$ cat src/rtl/sha256_pkg.sv
// Shared SHA-256 types and constants: word type, schedule window size,
// sigma rotate/shift amounts and the message-schedule FSM states.
package sha256_pkg;

  typedef logic [31:0] word_t;

  localparam int unsigned SCHED_WIN = 16;
  localparam int unsigned SIG0_R1   = 7;
  localparam int unsigned SIG0_R2   = 18;
  localparam int unsigned SIG0_SH   = 3;
  localparam int unsigned SIG1_R1   = 17;
  localparam int unsigned SIG1_R2   = 19;
  localparam int unsigned SIG1_SH   = 10;

  typedef enum logic {
    LOAD   = 1'b0,
    EXPAND = 1'b1
  } sched_state_t;

  function automatic word_t ror32(word_t x, int unsigned n);
    return (x >> n) | (x << (32 - n));
  endfunction

endpackage

$ cat src/rtl/sha256_msg_sched_if.sv
// Handshake bundle between the message source, the schedule expander and the round stage.
// Optional out_idx lane is present when SHA256_SCHED_IDX_EN is defined.
interface sha256_msg_sched_if;
  import sha256_pkg::*;

  // A word transfers on a rising edge where valid && ready; valid never waits on
  // ready, and payload is held stable while valid is high and ready is low.
  logic  in_valid;
  logic  in_ready;
  word_t in_data;
  logic  out_valid;
  logic  out_ready;
  word_t out_data;
  logic  out_last;
`ifdef SHA256_SCHED_IDX_EN
  logic [5:0] out_idx;

  modport slave (
    input  in_valid, in_data, out_ready,
    output in_ready, out_valid, out_data, out_last, out_idx
  );
  modport master (
    output in_valid, in_data, out_ready,
    input  in_ready, out_valid, out_data, out_last, out_idx
  );
`else
  modport slave (
    input  in_valid, in_data, out_ready,
    output in_ready, out_valid, out_data, out_last
  );
  modport master (
    output in_valid, in_data, out_ready,
    input  in_ready, out_valid, out_data, out_last
  );
`endif

endinterface

$ cat src/rtl/sha256_msg_sched_sig0.sv
// SHA-256 small sigma-0: ROR7 ^ ROR18 ^ SHR3, purely combinational.
module sig0
  import sha256_pkg::*;
(
  input  word_t req_data0,
  output word_t resp_data
);

  assign resp_data = ror32(req_data0, SIG0_R1) ^ ror32(req_data0, SIG0_R2)
                   ^ (req_data0 >> SIG0_SH);

endmodule

$ cat src/rtl/sha256_msg_sched_sig1.sv
// SHA-256 small sigma-1: ROR17 ^ ROR19 ^ SHR10, purely combinational.
module sig1
  import sha256_pkg::*;
(
  input  word_t req_data0,
  output word_t resp_data
);

  assign resp_data = ror32(req_data0, SIG1_R1) ^ ror32(req_data0, SIG1_R2)
                   ^ (req_data0 >> SIG1_SH);

endmodule

$ cat src/rtl/sha256_msg_sched.sv
// SHA-256 message-schedule expander: loads 16 words, streams W[0..NUM_ROUNDS-1].
// Define SHA256_SCHED_IDX_EN to add the out_idx lane (schedule index of out_data).
module sha256_msg_sched
  import sha256_pkg::*;
#(
  parameter int NUM_ROUNDS = 64
) (
  input  logic                clk,
  input  logic                rst,
  input  logic                flush,
  sha256_msg_sched_if.slave   bus,
  output sched_state_t        dbg_state
);

  localparam logic [5:0] LOAD_LAST = 6'(SCHED_WIN - 1);
  localparam logic [5:0] OUT_LAST  = 6'(NUM_ROUNDS - 1);

  sched_state_t state_q, state_d;
  logic [5:0]   cnt_q, cnt_d;
  word_t        win_q [SCHED_WIN];
  word_t        win_d [SCHED_WIN];

  word_t sig0_w1;
  word_t sig1_w14;
  word_t new_word;
  logic  in_hs;
  logic  out_hs;
  logic  last;

  sig0 u_sig0 (.req_data0(win_q[1]),  .resp_data(sig0_w1));
  sig1 u_sig1 (.req_data0(win_q[14]), .resp_data(sig1_w14));

  assign new_word = sig1_w14 + win_q[9] + sig0_w1 + win_q[0];

  // Every output is a flop or a decode of flops, so out_ready never reaches out_data.
  assign bus.in_ready  = (state_q == LOAD);
  assign bus.out_valid = (state_q == EXPAND);
  assign bus.out_data  = win_q[0];
  assign last          = (state_q == EXPAND) && (cnt_q == OUT_LAST);
  assign bus.out_last  = last;
`ifdef SHA256_SCHED_IDX_EN
  assign bus.out_idx   = (state_q == EXPAND) ? cnt_q : 6'd0;
`endif
  assign dbg_state     = state_q;

  assign in_hs  = (state_q == LOAD)   && bus.in_valid;
  assign out_hs = (state_q == EXPAND) && bus.out_ready;

  always_comb begin
    state_d = state_q;
    cnt_d   = cnt_q;
    win_d   = win_q;
    if (flush) begin
      // The window is left as-is; the next load overwrites all 16 entries.
      state_d = LOAD;
      cnt_d   = 6'd0;
    end else begin
      case (state_q)
        LOAD: begin
          if (in_hs) begin
            for (int i = 0; i < SCHED_WIN - 1; i++) win_d[i] = win_q[i+1];
            win_d[SCHED_WIN-1] = bus.in_data;
            if (cnt_q == LOAD_LAST) begin
              cnt_d   = 6'd0;
              state_d = EXPAND;
            end else begin
              cnt_d = cnt_q + 6'd1;
            end
          end
        end
        EXPAND: begin
          if (out_hs) begin
            for (int i = 0; i < SCHED_WIN - 1; i++) win_d[i] = win_q[i+1];
            win_d[SCHED_WIN-1] = new_word;
            if (last) begin
              cnt_d   = 6'd0;
              state_d = LOAD;
            end else begin
              cnt_d = cnt_q + 6'd1;
            end
          end
        end
        default: begin
          state_d = LOAD;
          cnt_d   = 6'd0;
        end
      endcase
    end
  end

  always_ff @(posedge clk or posedge rst) begin
    if (rst) begin
      state_q <= LOAD;
      cnt_q   <= 6'd0;
      for (int i = 0; i < SCHED_WIN; i++) win_q[i] <= '0;
    end else begin
      state_q <= state_d;
      cnt_q   <= cnt_d;
      for (int i = 0; i < SCHED_WIN; i++) win_q[i] <= win_d[i];
    end
  end

endmodule

$ cat src/flat_wrapper.sv
// flat-port wrapper written by rule: the top's interface ports become plain ports
module sha256_msg_sched_flat import sha256_pkg::*;
#(
  parameter int NUM_ROUNDS = 64
)
  (clk, rst, flush, dbg_state, bus_in_valid, bus_in_data, bus_out_ready, bus_in_ready, bus_out_valid, bus_out_data, bus_out_last);
  sha256_msg_sched_if bus_i ();
  input  logic clk;
  input  logic rst;
  input  logic flush;
  output sched_state_t dbg_state;
  input wire logic [$bits(bus_i.in_valid)-1:0] bus_in_valid;
  input wire logic [$bits(bus_i.in_data)-1:0] bus_in_data;
  input wire logic [$bits(bus_i.out_ready)-1:0] bus_out_ready;
  output wire logic [$bits(bus_i.in_ready)-1:0] bus_in_ready;
  output wire logic [$bits(bus_i.out_valid)-1:0] bus_out_valid;
  output wire logic [$bits(bus_i.out_data)-1:0] bus_out_data;
  output wire logic [$bits(bus_i.out_last)-1:0] bus_out_last;
  assign bus_i.in_valid = bus_in_valid;
  assign bus_i.in_data = bus_in_data;
  assign bus_i.out_ready = bus_out_ready;
  assign bus_in_ready = bus_i.in_ready;
  assign bus_out_valid = bus_i.out_valid;
  assign bus_out_data = bus_i.out_data;
  assign bus_out_last = bus_i.out_last;
  sha256_msg_sched #(.NUM_ROUNDS(NUM_ROUNDS)) u_core (.clk(clk), .rst(rst), .flush(flush), .bus(bus_i), .dbg_state(dbg_state));
endmodule
$ cat config.mk
export PLATFORM = sky130hd
export DESIGN_NAME = sha256_msg_sched_flat
export DESIGN_NICKNAME = d
export VERILOG_FILES = /design/src/rtl/sha256_pkg.sv /design/src/rtl/sha256_msg_sched_if.sv /design/src/rtl/sha256_msg_sched_sig0.sv /design/src/rtl/sha256_msg_sched_sig1.sv /design/src/rtl/sha256_msg_sched.sv /design/src/flat_wrapper.sv
export SDC_FILE = /design/constraint.sdc
export NUM_CORES = 2
export LEC_CHECK = 0
export ABC_AREA = 1
export CORE_ASPECT_RATIO = 1.25
export CORE_MARGIN = 10
export CORE_UTILIZATION = 45
export DETAILED_ROUTE_END_ITERATION = 16
export GPL_ROUTABILITY_DRIVEN = 0
export PLACE_DENSITY = 0.64
export SKIP_CTS_REPAIR_TIMING = 1
export SLEW_MARGIN = 20
export SYNTH_ARGS = -nofsm -noshare
export SYNTH_HDL_FRONTEND = slang
export SYNTH_HIERARCHICAL = 1
export SYNTH_SLANG_ARGS = --single-unit
$ cat constraint.sdc
create_clock -name clk -period 17.7 [get_ports clk]
set_clock_uncertainty 0.2 [all_clocks]
set_input_delay 3.54 -clock clk [delete_from_list [all_inputs] [get_ports clk]]
set_output_delay 3.54 -clock clk [all_outputs]
set_load 0.02 [all_outputs]
# Word-level counts from Yosys, hierarchy flattened
# Cells that the tools add are included.
[classes]
reduce_logical = 5
add_sub_neg = 4
bitwise = 10
n_lt_le_gt_ge = 0
eq_ne = 6
mux = 15
n_shift = 0
n_mul = 0
div = 0
[ops]
columns = ["operator", "n"]
rows = [
  ["two-way mux 512 bit", 2],
  ["one-hot mux 512 bit (2 select lines)", 1],
  ["adder 32 bit", 3],
  ["bitwise XOR 32 bit", 2],
  ["bitwise OR 13 x 32 -> 32 bit", 1],
  ["bitwise OR 14 x 32 -> 32 bit", 1],
  ["bitwise OR 15 x 32 -> 32 bit", 1],
  ["bitwise OR 25 x 32 -> 32 bit", 1],
  ["bitwise XOR 32 x 22 -> 32 bit", 1],
  ["bitwise XOR 32 x 29 -> 32 bit", 1],
  ["two-way mux 6 bit", 5],
  ["one-hot mux 6 bit (2 select lines)", 1],
  ["adder 6 x 1 -> 6 bit, second input constant", 1],
  ["equality test 6 x 4 -> 1 bit, second input constant", 1],
  ["equality test 6 bit, second input constant", 1],
  ["two-way mux 1 bit", 5],
  ["logical AND 1 bit", 3],
  ["inequality test 3 x 2 -> 1 bit, second input constant", 1],
  ["inequality test 3 bit, second input constant", 1],
  ["AND reduction 3 bit", 1],
  ["inequality test 2 x 1 -> 1 bit, second input constant", 1],
  ["inequality test 2 bit, second input constant", 1],
  ["NOT 1 bit", 2],
  ["one-hot mux 1 bit (2 select lines)", 1],
  ["AND reduction 2 bit", 1],
]
[word_totals]
regBits = 519
n_memories = 0
input_bits = 37
rom_bits = 0
ram_bits = 0
latchBits = 0

# Logic depth before layout (Yosys ltp)
[depth]
ltp_word = 8
mapped_depth = 23

# Hierarchy
# The synthesis kept the hierarchy.
[by_module_without_submodules]
columns = ["mod", "n_inst", "area_per_inst_um2", "seq_area_each_um2", "cells_per_inst"]
rows = [
  ["sha256_msg_sched", 1, 24119.4, 12987.5, 2933],
  ["sig0", 1, 835.8, 0.0, 209],
  ["sig1", 1, 726.9, 0.0, 173],
]

# Worst setup path before layout
# OpenSTA, ideal clock, no wires.
[synth_timing]
kind = "reg2out"
startpoint = "register u_core.cnt_q[0]"
endpoint = "output port bus_out_last"
required_ns = 13.960
slack_ns = 12.568
t_arrival_ns = 1.392
path_stages_with_launch = 6
path_cell_list = "dfrtp_1 > ha_1 > nand3_1 > nor2_1 > inv_1 > nor3_1"
[synth_between]
elab_chain_cells = 2
[synth_rtl]
columns = ["element", "line", "text"]
rows = [
  ["from (decl)", "sha256_msg_sched.sv:19", "logic [5:0] cnt_q, cnt_d;"],
  ["from (signal assigned)", "sha256_msg_sched.sv:98", "cnt_q <= cnt_d;"],
  ["equality test 6 bit", "sha256_msg_sched.sv:39", "assign last = (state_q == EXPAND) && (cnt_q == OUT_LAST);"],
  ["logical AND 1 bit", "sha256_msg_sched.sv:39", ""],
  ["to (decl)", "flat_wrapper.sv:18", "output wire logic [$bits(bus_i.out_last)-1:0] bus_out_last;"],
]
# Every way passes these cells.

# Worst setup path after layout
[layout_timing]
startpoint = "input port bus_out_ready"
endpoint = "register u_core/win_q[232] (netlist name)"
[layout_between]
elab_chain_cells = 3
[layout_rtl]
columns = ["element", "line", "text"]
rows = [
  ["from (decl)", "flat_wrapper.sv:14", "input wire logic [$bits(bus_i.out_ready)-1:0] bus_out_ready;"],
  ["logical AND 1 bit", "sha256_msg_sched.sv:47", "assign out_hs = (state_q == EXPAND) && bus.out_ready;"],
  ["inequality test 2 bit (no line)", "n/a", ""],
  ["AND reduction 3 bit (no line)", "n/a", ""],
  ["to (decl)", "sha256_msg_sched.sv:20", "word_t win_q [SCHED_WIN];"],
]
# Every way passes these cells.
# A chain may end at the register's enable or synchronous reset.

==> run metrics <==
Adder-Cell Fraction of Synth Area 6.39%; area grow syn2layout 11.0%; combinational power share 40.7%; main combinational cell family by area after synthesis simple AND/OR/NAND/NOR gates; Post-synth top cells nand2_1, dfrtp_1, inv_1; antenna fix cells 0; top layer in use met4; Total Power 0.00470 W; DR vias 19700; worst hold path type flop to flop; Final Util 50.6%; synth top area cells dfrtp_1, nand2_1, inv_1, fa_1, o21ai_0; crit start category input pin; # rows 97; mux share of post-synthesis cell area 0%; top-count cell post-synth nand2_1; Critical Path AT around 7.6 ns; number of flops mapped to enable cells by yosys 0; CP cell instances clkdlybuf4s50_1 > nand2_1 > a21oi_4 > inv_8 > buf_4 > buf_4 > buf_4 > o21ai_0; maximum resistive drop on vdd 112 uV; area of the core 56300 sq um; initial antenna violation count 0; Max Fclk 137 MHz; gr usage total a little under a fifth; CTS tree done; WL final roughly 62000 microns; Sequential Power Share 34.2%; Final Critical Period 7.30 ns; Initial Utilization between 40% and 50%; Yosys reg bits 519; worst setup margin 10.40 ns; met1 wire length 28000 microns; CTS max path bufs 3; vias per std cell 4.82; Initial DRC Count 1883; width of the die 234 microns; Net Switching 0.00192 W; post-synthesis sequential area ratio just over 50%; die area 67100 sq um; Int Pwr 0.00278 W; DRC viols 0; critical path class input pin to flop; largest net degree at the start of global routing 228; Post-DRT Antenna Nets 0; clk sinks ~520; clock transition at the registers of the reported paths 0.06 ns; Post-Synth Simple-Gate Area a little under 30%; DP HPWL about 44000 microns; # port buffers 72; Die Y 287 microns; wire length on met3 3430 microns; worst skew pair latency 0.62 ns; htree depth 2; post-synth top area share 50.6%; RSZ-0062 raised after global routing no; max-slew violation count 0; max incr delay on CP 0.87 ns; worst-path fanout max 130; metal2 WL 28100 microns; WL/cell 15.3 microns; Post-Synthesis Cells 3315; xor/xnor share of the synthesized area less than 1%; pwr/cell area 165 nW/um^2; Synth Area in Compound Gates 4.01%; switching share of power 40.8%; global-route wire length before repair 100000 microns; relative slew slack 31.2%; dpl ws 9.75 ns; critical path's slowest cell buf_4; CP Capture Type flop; Final Hold Viols 0; grt ovf 0; Clock Power Share 25.0%; Top-Level Pins 73; final setup fails 0; Crit path required time 17.95 ns; CTS root buf clkbuf_16; Post-Syn Area 25700 sq um; Setup TNS 0 ns; first drt pass iteration count 6; syn_area_per_cell 7.75 sq um; Post-synth ARST share 100%; layout cells sized above 1 3.59%; Post-Syn Nets between 3000 and 4000; Tcrit/Tclk final approximately two fifths; worst-margin pin slew 1.03 ns; cell taking the most area after synthesis dfrtp_1; Leak 15.6 nW; total CTS buffers 53; Max Cap Viol 0; Layout Nets ~3400; most common flop cell mapped by yosys dfrtp_1; YS warnings 6; status complete, no violations; most used cell, CP buf_4; Distinct cells, synth 32; vias in the first global route 18500
==> kinds of logic (layout without fill, tap and decap cells) <==
| kind of cell | count (synthesis) | in the layout |
|---|---|---|
| XOR/XNOR | 24 | 24 |
| AND/OR/NAND/NOR | 1947 | 1947 |
| buffers and inverters | 535 | 566 |
| adder cells (fa/ha/maj) | 94 | 94 |
| AO/OA/AOI/OAI | 196 | 196 |
| flip-flops | 519 | 519 |
==> through the flow <==
stage,instances,instance area [sq um],hold WS [ns]
6_report,4088,28500,0.258
5_1_grt,4088,28500,0.278
4_1_cts,4086,28500,0.262
3_5_place_dp,3989,26600,0.258
3_3_place_gp,3989,26600,0.253
2_1_floorplan,3315,25700,0.242
==> layout by cell type, fill, tap and decap left out, types with 3 or more instances in the layout <==
master           netlist  routed
xnor2_1                3       3
buf_4                 36      10
o21ai_0              134     134
nand4_1                5       5
xor2_1                21      21
nand2_1             1742    1742
clkbuf_16              0      53
a21oi_1               48      48
a21o_1                 3       3
clkbuf_1              27       7
inv_2                  7       6
inv_1                374     373
clkbuf_8               0      14
ha_1                  32      32
clkinv_2               0      11
nor2_1                86      86
or2_2                  3       3
dfrtp_1              519     519
o21bai_1               3       3
clkinvlp_4             0       3
nor3_1                 6       6
fa_1                  62      62
bufinv_16              0       6
buf_12                 0       3
nand3b_1               3       3
clkdlybuf4s50_1        0      72
nand3_1               99      99
==> state kept, by name, summed over array words and instances, names as in the netlist <==
name / cells
u_core/win_q: 480
u_core/cnt_q: 6
u_core/bus.out_valid: 1
u_core/bus.out_data: 32
==> per-layer routing <==
layer  GRT usage, %  up-vias
li1               -     9862
met5              0        -
met2           28.9      464
met4           8.35        0
met3           2.85      119
met1           26.0     9240
==> worst max-delay path: cells and delay by family <==
family                 cells  cell delay (ns)
buffers and inverters      5             3.31
AOI/OAI and AO/OA          2             0.35
and+or+nand+nor            1             0.14
==> power by group through the flow <==
stage / clock, W / combinational, W / sequential (W)
after floorplan: 0 / 0.00142 / 0.00155
after global placement: 0 / 0.00187 / 0.00162
after detailed placement: 0 / 0.00189 / 0.00163
after CTS: 0.00121 / 0.00191 / 0.00161
after global routing: 0.00126 / 0.00221 / 0.00164
final: 0.00118 / 0.00191 / 0.00161
==> layout make-up <==
class                           count  area (sq um)
Clock buffer                       74          1550
Tap cell                          742           928
Timing Repair Buffer               87           911
Multi-Input combinational cell   2261         10400
Fill cell                        5522         27800
Sequential cell                   519         13000
Clock inverter                     23           328
Inverter                          382          1450
==> worst paths after layout <==
path / startpoint / cells after the start / slack, ns / to
max: bus_out_ready / 8 / 10.40 / u_core/win_q[232]
min: u_core/win_q[240] / 2 / 0.26 / u_core/win_q[272]
max reg2reg: u_core/bus.out_valid / 8 / 12.98 / u_core/win_q[232]
min reg2reg: u_core/win_q[240] / 2 / 0.26 / u_core/win_q[272]
max in group asynchronous: rst / 7 / 11.27 / u_core/win_q[3]
min in group asynchronous: rst / 3 / 3.42 / u_core/win_q[315]
Note: power is estimated with default switching activity, not from simulation.
